==> src/rtl/e203_itcm_loader_if.sv <==
// ---------------------------------------------------------------------------
// e203_itcm_loader_if
// Single-port SRAM bus used on both sides of the ITCM loader: the core's
// ITCM request port and the port to the ITCM RAM macro.
//   cs   : chip select, one access per cycle while high
//   we   : 1 = write, 0 = read
//   addr : 64-bit word address
//   wem  : byte write-enables (bit n covers din[8n+7:8n])
//   din  : write data
//   dout : read data, valid the cycle after a read access
// Modports:
//   master : the requester (drives cs/we/addr/wem/din, receives dout)
//   slave  : the responder (receives the request, drives dout)
// ---------------------------------------------------------------------------
interface e203_itcm_loader_if #(
  parameter int AW = 13,
  parameter int DW = 64,
  parameter int MW = 8
);
  logic          cs;
  logic          we;
  logic [AW-1:0] addr;
  logic [MW-1:0] wem;
  logic [DW-1:0] din;
  logic [DW-1:0] dout;

  modport master (output cs, we, addr, wem, din, input dout);
  modport slave  (input cs, we, addr, wem, din, output dout);
endinterface

==> src/rtl/e203_itcm_loader.sv <==
// ---------------------------------------------------------------------------
// e203_itcm_loader
// Backdoor loader and arbiter for the ITCM SRAM. Packs a little-endian byte
// stream into 64-bit words and writes them to ITCM words 0..len-1, holding
// the core off the RAM (core_hold) until the load completes.
//
// Optional feature macro: E203_ITCM_LOADER_CHKSUM_EN
//   defined   : one trailer byte follows the payload; trailer + sum(payload)
//               must be 0 mod 256, otherwise ld_err is set and core_hold
//               stays asserted.
//   undefined : no trailer, ld_err tied to 0.
//
// Ports:
//   clk, rst_n        clock, asynchronous active-low reset
//   ld_start, ld_len  start pulse and word count (0 = release only)
//   ld_byte_valid/ld_byte/ld_byte_ready  byte stream
//   cpu_ram (slave)   core ITCM port; cpu_ram_gnt = access granted
//   ram (master)      ITCM RAM macro port (1-cycle read latency)
//   core_hold         holds the core while high
//   ld_busy, ld_done, ld_word_cnt, ld_err  load status
//   dbg_state         current FSM state
//
// Byte handshake: a byte transfers on a rising clk edge where ld_byte_valid
// and ld_byte_ready are both high; the source may change ld_byte freely
// while valid is low, and ready never depends on valid.
// ---------------------------------------------------------------------------
module e203_itcm_loader #(
  parameter int AW = 13,
  parameter int DW = 64,
  parameter int MW = 8
) (
  input  logic          clk,
  input  logic          rst_n,
  input  logic          ld_start,
  input  logic [AW:0]   ld_len,
  input  logic          ld_byte_valid,
  input  logic [7:0]    ld_byte,
  output logic          ld_byte_ready,
  e203_itcm_loader_if.slave  cpu_ram,
  output logic          cpu_ram_gnt,
  e203_itcm_loader_if.master ram,
  output logic          core_hold,
  output logic          ld_busy,
  output logic          ld_done,
  output logic [AW:0]   ld_word_cnt,
  output logic          ld_err,
  output logic [2:0]    dbg_state
);

  generate
    if (DW != 64 || MW != DW / 8) begin : g_bad_cfg
      $error("e203_itcm_loader: DW must be 64 and MW must be DW/8");
    end
  endgenerate

  typedef enum logic [2:0] {
    ST_IDLE  = 3'd0,
    ST_PACK  = 3'd1,
    ST_WRITE = 3'd2,
`ifdef E203_ITCM_LOADER_CHKSUM_EN
    ST_CHK   = 3'd3,
`endif
    ST_DONE  = 3'd4
  } state_e;

  // Largest legal length: the whole ITCM. Anything above is clamped so the
  // write address never wraps back onto word 0.
  localparam logic [AW:0] LEN_MAX = {1'b1, {AW{1'b0}}};

  state_e        state_q, state_d;
  logic [AW:0]   len_q, len_d;
  logic [AW:0]   cnt_q, cnt_d;
  logic [2:0]    idx_q, idx_d;
  logic [DW-1:0] pack_q, pack_d;
  logic          hold_q, hold_d;
  logic [AW:0]   cnt_inc;
  logic          wr_en;

`ifdef E203_ITCM_LOADER_CHKSUM_EN
  logic [7:0]    sum_q, sum_d;
  logic          err_q, err_d;
  logic [7:0]    chk_total;

  assign chk_total = ld_byte + sum_q;
  assign ld_err    = err_q;
`else
  assign ld_err    = 1'b0;
`endif

  assign cnt_inc = cnt_q + 1'b1;

  always_comb begin
    state_d       = state_q;
    len_d         = len_q;
    cnt_d         = cnt_q;
    idx_d         = idx_q;
    pack_d        = pack_q;
    hold_d        = hold_q;
    ld_byte_ready = 1'b0;
    ld_done       = 1'b0;
    wr_en         = 1'b0;
`ifdef E203_ITCM_LOADER_CHKSUM_EN
    sum_d         = sum_q;
    err_d         = err_q;
`endif

    case (state_q)
      ST_IDLE: begin
        if (ld_start) begin
`ifdef E203_ITCM_LOADER_CHKSUM_EN
          err_d = 1'b0;
`endif
          if (ld_len == '0) begin
            // Release: no data, just drop core_hold.
            state_d = ST_DONE;
          end else begin
            len_d   = ld_len[AW] ? LEN_MAX : ld_len;
            cnt_d   = '0;
            idx_d   = '0;
`ifdef E203_ITCM_LOADER_CHKSUM_EN
            sum_d   = '0;
`endif
            state_d = ST_PACK;
          end
        end
      end

      ST_PACK: begin
        ld_byte_ready = 1'b1;
        if (ld_byte_valid) begin
          pack_d[{idx_q, 3'b000} +: 8] = ld_byte;
          idx_d = idx_q + 3'd1;
`ifdef E203_ITCM_LOADER_CHKSUM_EN
          sum_d = sum_q + ld_byte;
`endif
          if (idx_q == 3'd7) state_d = ST_WRITE;
        end
      end

      ST_WRITE: begin
        wr_en = 1'b1;
        cnt_d = cnt_inc;
        idx_d = '0;
        if (cnt_inc == len_q) begin
`ifdef E203_ITCM_LOADER_CHKSUM_EN
          state_d = ST_CHK;
`else
          state_d = ST_DONE;
`endif
        end else begin
          state_d = ST_PACK;
        end
      end

`ifdef E203_ITCM_LOADER_CHKSUM_EN
      ST_CHK: begin
        ld_byte_ready = 1'b1;
        if (ld_byte_valid) begin
          if (chk_total != 8'h00) err_d = 1'b1;
          state_d = ST_DONE;
        end
      end
`endif

      ST_DONE: begin
        ld_done = 1'b1;
        // A failed checksum keeps the core held.
        if (!ld_err) hold_d = 1'b0;
        state_d = ST_IDLE;
      end

      default: state_d = ST_IDLE;
    endcase
  end

  always_ff @(posedge clk or negedge rst_n) begin
    if (!rst_n) begin
      state_q <= ST_IDLE;
      len_q   <= '0;
      cnt_q   <= '0;
      idx_q   <= '0;
      pack_q  <= '0;
      hold_q  <= 1'b1;
`ifdef E203_ITCM_LOADER_CHKSUM_EN
      sum_q   <= '0;
      err_q   <= 1'b0;
`endif
    end else begin
      state_q <= state_d;
      len_q   <= len_d;
      cnt_q   <= cnt_d;
      idx_q   <= idx_d;
      pack_q  <= pack_d;
      hold_q  <= hold_d;
`ifdef E203_ITCM_LOADER_CHKSUM_EN
      sum_q   <= sum_d;
      err_q   <= err_d;
`endif
    end
  end

  assign ld_busy     = (state_q != ST_IDLE);
  assign core_hold   = hold_q;
  assign ld_word_cnt = cnt_q;
  assign dbg_state   = state_q;

  // RAM arbitration: the loader owns the macro for the whole load; core
  // requests in that window are dropped, not queued.
  always_comb begin
    if (ld_busy) begin
      ram.cs   = wr_en;
      ram.we   = wr_en;
      ram.addr = cnt_q[AW-1:0];
      ram.wem  = {MW{wr_en}};
      ram.din  = pack_q;
    end else begin
      ram.cs   = cpu_ram.cs;
      ram.we   = cpu_ram.we;
      ram.addr = cpu_ram.addr;
      ram.wem  = cpu_ram.wem;
      ram.din  = cpu_ram.din;
    end
  end

  assign cpu_ram_gnt  = cpu_ram.cs && !ld_busy;
  assign cpu_ram.dout = ram.dout;

endmodule

==> src/flat_wrapper.sv <==
// flat-port wrapper written by rule: the top's interface ports become plain ports
module e203_itcm_loader_flat 
#(
  parameter int AW = 13,
  parameter int DW = 64,
  parameter int MW = 8
)
  (clk, rst_n, ld_start, ld_len, ld_byte_valid, ld_byte, ld_byte_ready, cpu_ram_gnt, core_hold, ld_busy, ld_done, ld_word_cnt, ld_err, dbg_state, cpu_ram_cs, cpu_ram_we, cpu_ram_addr, cpu_ram_wem, cpu_ram_din, cpu_ram_dout, ram_cs, ram_we, ram_addr, ram_wem, ram_din, ram_dout);
  e203_itcm_loader_if #(.AW(AW), .DW(DW), .MW(MW)) cpu_ram_i ();
  e203_itcm_loader_if #(.AW(AW), .DW(DW), .MW(MW)) ram_i ();
  input  logic clk;
  input  logic rst_n;
  input  logic ld_start;
  input  logic [AW:0] ld_len;
  input  logic ld_byte_valid;
  input  logic [7:0] ld_byte;
  output logic ld_byte_ready;
  output logic cpu_ram_gnt;
  output logic core_hold;
  output logic ld_busy;
  output logic ld_done;
  output logic [AW:0] ld_word_cnt;
  output logic ld_err;
  output logic [2:0] dbg_state;
  input wire logic [$bits(cpu_ram_i.cs)-1:0] cpu_ram_cs;
  input wire logic [$bits(cpu_ram_i.we)-1:0] cpu_ram_we;
  input wire logic [$bits(cpu_ram_i.addr)-1:0] cpu_ram_addr;
  input wire logic [$bits(cpu_ram_i.wem)-1:0] cpu_ram_wem;
  input wire logic [$bits(cpu_ram_i.din)-1:0] cpu_ram_din;
  output wire logic [$bits(cpu_ram_i.dout)-1:0] cpu_ram_dout;
  output wire logic [$bits(ram_i.cs)-1:0] ram_cs;
  output wire logic [$bits(ram_i.we)-1:0] ram_we;
  output wire logic [$bits(ram_i.addr)-1:0] ram_addr;
  output wire logic [$bits(ram_i.wem)-1:0] ram_wem;
  output wire logic [$bits(ram_i.din)-1:0] ram_din;
  input wire logic [$bits(ram_i.dout)-1:0] ram_dout;
  assign cpu_ram_i.cs = cpu_ram_cs;
  assign cpu_ram_i.we = cpu_ram_we;
  assign cpu_ram_i.addr = cpu_ram_addr;
  assign cpu_ram_i.wem = cpu_ram_wem;
  assign cpu_ram_i.din = cpu_ram_din;
  assign cpu_ram_dout = cpu_ram_i.dout;
  assign ram_cs = ram_i.cs;
  assign ram_we = ram_i.we;
  assign ram_addr = ram_i.addr;
  assign ram_wem = ram_i.wem;
  assign ram_din = ram_i.din;
  assign ram_i.dout = ram_dout;
  e203_itcm_loader #(.AW(AW), .DW(DW), .MW(MW)) u_core (.clk(clk), .rst_n(rst_n), .ld_start(ld_start), .ld_len(ld_len), .ld_byte_valid(ld_byte_valid), .ld_byte(ld_byte), .ld_byte_ready(ld_byte_ready), .cpu_ram(cpu_ram_i), .cpu_ram_gnt(cpu_ram_gnt), .ram(ram_i), .core_hold(core_hold), .ld_busy(ld_busy), .ld_done(ld_done), .ld_word_cnt(ld_word_cnt), .ld_err(ld_err), .dbg_state(dbg_state));
endmodule
==> config.mk <==
export PLATFORM = sky130hd
export DESIGN_NAME = e203_itcm_loader_flat
export DESIGN_NICKNAME = d
export VERILOG_FILES = /design/src/rtl/e203_itcm_loader_if.sv /design/src/rtl/e203_itcm_loader.sv /design/src/flat_wrapper.sv
export SDC_FILE = /design/constraint.sdc
export NUM_CORES = 1
export LEC_CHECK = 0
export ABC_CLOCK_PERIOD_IN_PS = 2500
export CAP_MARGIN = 20
export CORE_AREA = 2 2 136 191
export DETAILED_ROUTE_END_ITERATION = 7
export DIE_AREA = 0 0 138 193
export PLACE_DENSITY_LB_ADDON = 0.1
export SLEW_MARGIN = 20
export SYNTH_ARGS = -nofsm -noshare
export SYNTH_HDL_FRONTEND = slang
export SYNTH_SLANG_ARGS = --single-unit
==> constraint.sdc <==
create_clock -name clk -period 2.5 [get_ports clk]
set_clock_uncertainty 0.1 [all_clocks]
set_input_delay 0.375 -clock clk [delete_from_list [all_inputs] [get_ports clk]]
set_output_delay 0.375 -clock clk [all_outputs]
set_load 0.1 [all_outputs]
==> impl_metrics.ini, run 1 <==
[detailed_routing]
wl_met2_um = 11100
highest_layer = met4
route.detailed.vias_per_inst = 4.62
postRouteAntennaNets = 0
wl_per_cell_um = 19.7
drt_first_pass_iters = 4
detail_route.wirelength.met1_um = 8540
first_iter_violations = 159
num_vias = 4990
drc = 0
wirelength_um = 21300
met3_length_um = 1270

[timing]
maxSlewViolCount = 0
fin_setup_tns_ns = 0
worstMarginPinSlew_ns = 0.569
relSlewSlack = 0.620
period_needed_ns = 2.46
setup_viol = 0
max_clock_freq_ghz = 0.407
hold_violations = 0
rsz0062_at_grt = yes
period_share = 0.984

[clocking]
cts_tree = yes
cts_sinks = 99
clk_path_buf_depth = 2
clk_latency_ns = 0.35
cts_root_buf = clkbuf_16
clk_pin_slew_ns = 0.07
cts_max_level = 3
cts_made_buffers = 9

[grt]
antenna_found_initial = 0
grt_max_degree = 53
grt_pass1_vias = 5149
grt_pass1_wl_um = 30500
track_usage = 0.147
overflow = 0

[synthesis]
synth-edff-count = 0
synthCells = 573
synth_cell_types = 56
synth_area_leaders = dfrtp_1, mux2_2, buf_4
synth_area_leader_cell = dfrtp_1
synth_ff_type = dfrtp_1
ys_seq_area_frac = 0.403
yosysMostFrequentCell = mux2_2
syn_avg_cell_area_um2 = 10.7
syn-cell-area_um2 = 6150
mappedNetlistNets = 755
synth_common_cells = mux2_2, dfrtp_1, buf_4
async_flop_share = 1.00
synth.top_cell.area_share = 0.399
synth_seq_cells = 99
ys_warn_count = 0

[setup_path]
cp_max_fo = 8
worstReg2RegEnd = u_core.pack_q[38]$_DFFE_PN0P_
critPathBufInv = 3
timing.rr.start = u_core.dbg_state[2]$_DFFE_PN0P_
critPathMaxStageDelay_ns = 0.52
critPathMostFrequentCell = buf_12
rrSetupSlack_ns = 0.15
cp-start-kind = register
cp.arrival_ns = 1.98
crit_family = buffers and inverters
crit_slowest_cell = dfrtp_4
cp_cell_sequence = nor3_4 -> buf_12 -> clkbuf_16 -> mux2_4 -> buf_12
cp-end-kind = output pin
rr_worst_depth = 7
required_ns = 2.03
worstSetupPathType = reg2out

[final_layout]
antenna_cells = 0
final_nets = 937
drive_gt1_frac = 0.454
area_growth_syn_to_layout_pct = 64.0

[hold_path]
hold_start = u_core.core_hold$_DFFE_PN1P_
hold_class = reg2reg
min_to = u_core.core_hold$_DFFE_PN1P_
hold_depth = 1

[run_status]
status = complete, no violations

[die]
row_count = 69
initial_core_util = 0.246
die_area_um2 = 26600
die_w_um = 138
core_region_area_um2 = 25000
io-pin-count = 351
chipHeight_um = 193

[run]
cap_violations = 0

[placed_design]
dp_hpwl_um = 15200
io_buffers = 221
gp_congestion = 0.817
==> metal layers <==
| metal | GRT usage | vias to the layer above |
|---|---|---|
| met5 | 0 | - |
| met1 | 0.171 | 2458 |
| met2 | 0.268 | 216 |
| li1 | - | 2295 |
| met4 | 0.0436 | 0 |
| met3 | 0.0385 | 21 |
==> metrics by stage <==
step	instances	util	worst slack (ns)	hold slack (ns)	instance area, um2
2_1_floorplan	573	-	-0.0205	-0.0206	6340
3_5_place_dp	1047	0.376	0.0475	0.295	9410
5_1_grt	1079	0.403	-0.0449	0.410	10100
4_1_cts	1067	0.391	-0.0509	0.392	9780
3_3_place_gp	1047	0.376	0.0907	0.278	9410
6_report	1079	0.403	0.0408	0.388	10100
==> registers in the layout, summed over array words and instances (netlist names) <==
signal              cells
u_core.core_hold        1
u_core.idx_q            3
u_core.dbg_state        3
u_core.pack_q          64
u_core.len_q           14
u_core.ld_word_cnt     14
==> final cells by class <==
| type | count | area [um2] |
|---|---|---|
| multi-input combinational | 369 | 3250 |
| sequential | 99 | 2490 |
| timing repair buffer | 267 | 3620 |
| inverter | 9 | 37.5 |
| clock buffer | 10 | 239 |
| clock inverter | 6 | 55.1 |
| fill | 2380 | 14900 |
| tap | 319 | 399 |
==> kinds of logic after synthesis <==
logic type      synth area share
compound gates            0.0760
xor+xnor                  0.0256
fa+ha+maj                 0.0102
buf+inv                    0.114
flops                      0.403
mux                        0.242
other cells             0.000609
simple gates               0.129
==> worst max path at each step <==
stage	start	endpoint	slack [ns]	depth (start not counted)
global route	u_core.dbg_state[0]$_DFFE_PN0P_	ram_din[36]	-0.04	5
CTS	u_core.dbg_state[1]$_DFFE_PN0P_	ram_din[3]	-0.05	5
floorplan	u_core.ld_word_cnt[5]$_DFFE_PN0P_	u_core.dbg_state[0]$_DFFE_PN0P_	-0.02	6
finish	u_core.dbg_state[1]$_DFFE_PN0P_	ram_din[21]	0.04	5
global placement	ld_byte_valid	u_core.pack_q[39]$_DFFE_PN0P_	0.09	6
detailed placement	ld_byte_valid	u_core.pack_q[39]$_DFFE_PN0P_	0.05	6
==> layout by cell type, fill, tap and decap left out, types with 3 or more instances in the layout <==
| cell | instances |
|---|---|
| nand2_1 | 51 |
| inv_1 | 8 |
| clkinv_4 | 3 |
| nor2_1 | 18 |
| xor2_1 | 5 |
| buf_12 | 95 |
| nand2b_1 | 13 |
| o21ai_0 | 34 |
| mux2_2 | 77 |
| nand4_1 | 3 |
| nand3b_1 | 9 |
| mux2_4 | 55 |
| a22o_1 | 3 |
| dfrtp_2 | 8 |
| clkbuf_16 | 14 |
| and3_1 | 7 |
| and2_1 | 5 |
| ha_1 | 5 |
| xnor2_1 | 13 |
| a21oi_1 | 6 |
| o31ai_1 | 3 |
| nor4_1 | 4 |
| dfrtp_1 | 89 |
| o21a_2 | 9 |
| buf_4 | 51 |
| nand3_1 | 6 |
| clkdlybuf4s50_1 | 111 |
| a31oi_1 | 3 |
==> what timing repair did <==
action                                  CTS  global route
hold buffers                              1             0
endpoints found under the setup margin   78            77
pin swaps                                 1             2
buffers inserted                          2             5
hold endpoints to repair                 32             0
gates cloned                              1             7
resized for setup                         6            32
Power of run 1 is left out: the tool's default activity adds up to more than one toggle a clock period on the data nets, which glitch-free logic cannot reach.
==> inputs of run 2 (changes only) <==
--- a/config.mk
+++ b/config.mk
@@ -10,6 +10,7 @@
 export CORE_AREA = 2 2 136 191
 export DETAILED_ROUTE_END_ITERATION = 7
 export DIE_AREA = 0 0 138 193
+export GPL_TIMING_DRIVEN = 0
 export PLACE_DENSITY_LB_ADDON = 0.1
 export SLEW_MARGIN = 20
 export SYNTH_ARGS = -nofsm -noshare
==> run 2 against run 1 <==
  * The run now ends with setup timing left
  * Clock-buffer cell count unchanged
  * Critical path depth rose by 1
  * Worst setup slack lost 0.068 ns
  * Worst hold slack got worse by 0.0071 ns
==> impl_metrics.ini, run 2 (same netlist as run 1, synthesis figures left out) <==
[die]
die_area_um2 = 26600
core_region_area_um2 = 25000
chipHeight_um = 193
die_w_um = 138
io-pin-count = 351
initial_core_util = 0.246
row_count = 69

[grt]
antenna_found_initial = 0
grt_max_degree = 56
track_usage = 0.158
overflow = 0
grt_pass1_wl_um = 32600
grt_pass1_vias = 5467

[placed_design]
place_ws_ns = -0.973
io_buffers = 285
dp_hpwl_um = 16000
dpl-instance-area_um2 = 9620
gp_congestion = 0.779

[setup_path]
cp_max_fo = 7
critPathMaxStageDelay_ns = 0.51
crit_family = buffers and inverters
cp_cell_sequence = nor3_4 -> buf_6 -> buf_12 -> buf_12 -> mux2_2 -> buf_12
crit_slowest_cell = dfrtp_4
cp-start-kind = register
timing.rr.start = u_core.idx_q[0]$_DFFE_PN0P_
cp.arrival_ns = 2.05
critPathMostFrequentCell = buf_12
required_ns = 2.03
worstSetupPathType = reg2out
worstReg2RegEnd = u_core.pack_q[36]$_DFFE_PN0P_
rr_worst_depth = 7
cp.depth = 6
cp-end-kind = output pin
rrSetupSlack_ns = 0.15
critPathBufInv = 4

[clocking]
cts_tree = yes
cts_made_buffers = 9
cts_max_level = 3
cts_root_buf = clkbuf_16
clk_latency_ns = 0.35
cts_sinks = 99
clk_pin_slew_ns = 0.08
clk_path_buf_depth = 2

[timing]
relSlewSlack = 0.316
setup_viol = 17
period_share = 1.01
rsz0062_at_grt = yes
max_clock_freq_ghz = 0.396
hold_violations = 0
period_needed_ns = 2.53
timing.final.ws_setup_ns = -0.0270
maxSlewViolCount = 0
whs_ns = 0.381
worstMarginPinSlew_ns = 1.02

[detailed_routing]
drc = 0
num_vias = 5375
drt_first_pass_iters = 4
route.detailed.vias_per_inst = 4.43
postRouteAntennaNets = 0
wirelength_um = 21700
first_iter_violations = 134
wl_per_cell_um = 17.9

[run_status]
violations = setup timing
status = finished with violations

[hold_path]
min_to = u_core.pack_q[55]$_DFFE_PN0P_
hold_depth = 2
hold_class = reg2reg
hold_start = u_core.pack_q[55]$_DFFE_PN0P_

[final_layout]
antenna_cells = 0
area_growth_syn_to_layout_pct = 81.6
final_cell_mix = clkdlybuf4s50_1, dfrtp_1, buf_4
drive_gt1_frac = 0.453
final_nets = 1072
final_util = 0.446
largest-register = u_core.pack_q
fillers = 2381
final_common_cell = clkdlybuf4s50_1
largest_register_ffs = 64
final_cell_area_um2 = 11200

[run]
cap_violations = 0
run 2: cell count changes in the layout (fill, tap and decap cells not counted), sizes merged:
cell	previous run	this run
dlymetal6s2s	0	3
bufbuf	0	2
clkbuf	15	21
dlygate4sd2	0	7
clkdlybuf4s50	111	183
buf	150	195
run 2: stage by stage:
stage          cells  setup TNS (ns)
6_report        1214          -0.170
4_1_cts         1212           -7.78
5_1_grt         1214           -4.01
3_5_place_dp    1178          -93.64
3_3_place_gp    1177         -420.51
2_1_floorplan    573          -0.519
run 2: how the worst max path moves through the flow:
stage	from	end	slack (ns)
6_report	u_core.dbg_state[1]$_DFFE_PN0P_	ram_addr[6]	-0.03
5_1_grt	u_core.dbg_state[1]$_DFFE_PN0P_	ram_addr[6]	-0.11
4_1_cts	u_core.dbg_state[1]$_DFFE_PN0P_	ram_din[46]	-0.16
3_5_place_dp	u_core.dbg_state[1]$_DFFE_PN0P_	ram_din[63]	-0.97
3_3_place_gp	rst_n	u_core.dbg_state[1]$_DFFE_PN0P_	-4.03
2_1_floorplan	u_core.ld_word_cnt[5]$_DFFE_PN0P_	u_core.dbg_state[0]$_DFFE_PN0P_	-0.02
run 2: routing by layer:
metal	track usage	routed length (um)	vias up
li1	-	-	2579
met1	0.192	8710	2588
met2	0.279	11400	200
met3	0.0437	1400	8
met4	0.0349	144	0
met5	0	0	-
run 2: area by class of cell:
type                       count  area [um2]  share of cell area
clock inverter                 6        55.1             0.00493
inverter                       9        37.5             0.00336
timing repair buffer         308        3830               0.343
sequential                    99        2490               0.223
multi-input combinational    369        3340               0.299
tap                          319         399              0.0357
buffer                        94         787              0.0704
clock buffer                  10         229              0.0205
run 2: what timing repair did:
action	CTS	global route
hold buffers	1	0
endpoints found under the hold margin	44	0
setup buffers	13	2
pin swaps	3	2
cloned	4	3
resized for setup	800	51
setup endpoints to repair	161	150
run 2: worst min-delay path, stage by stage (launching register included):
cell     delay, ns
dfrtp_1       0.35
nand2_1       0.05
nand2_1       0.05
Power of run 2 is left out for the same reason.
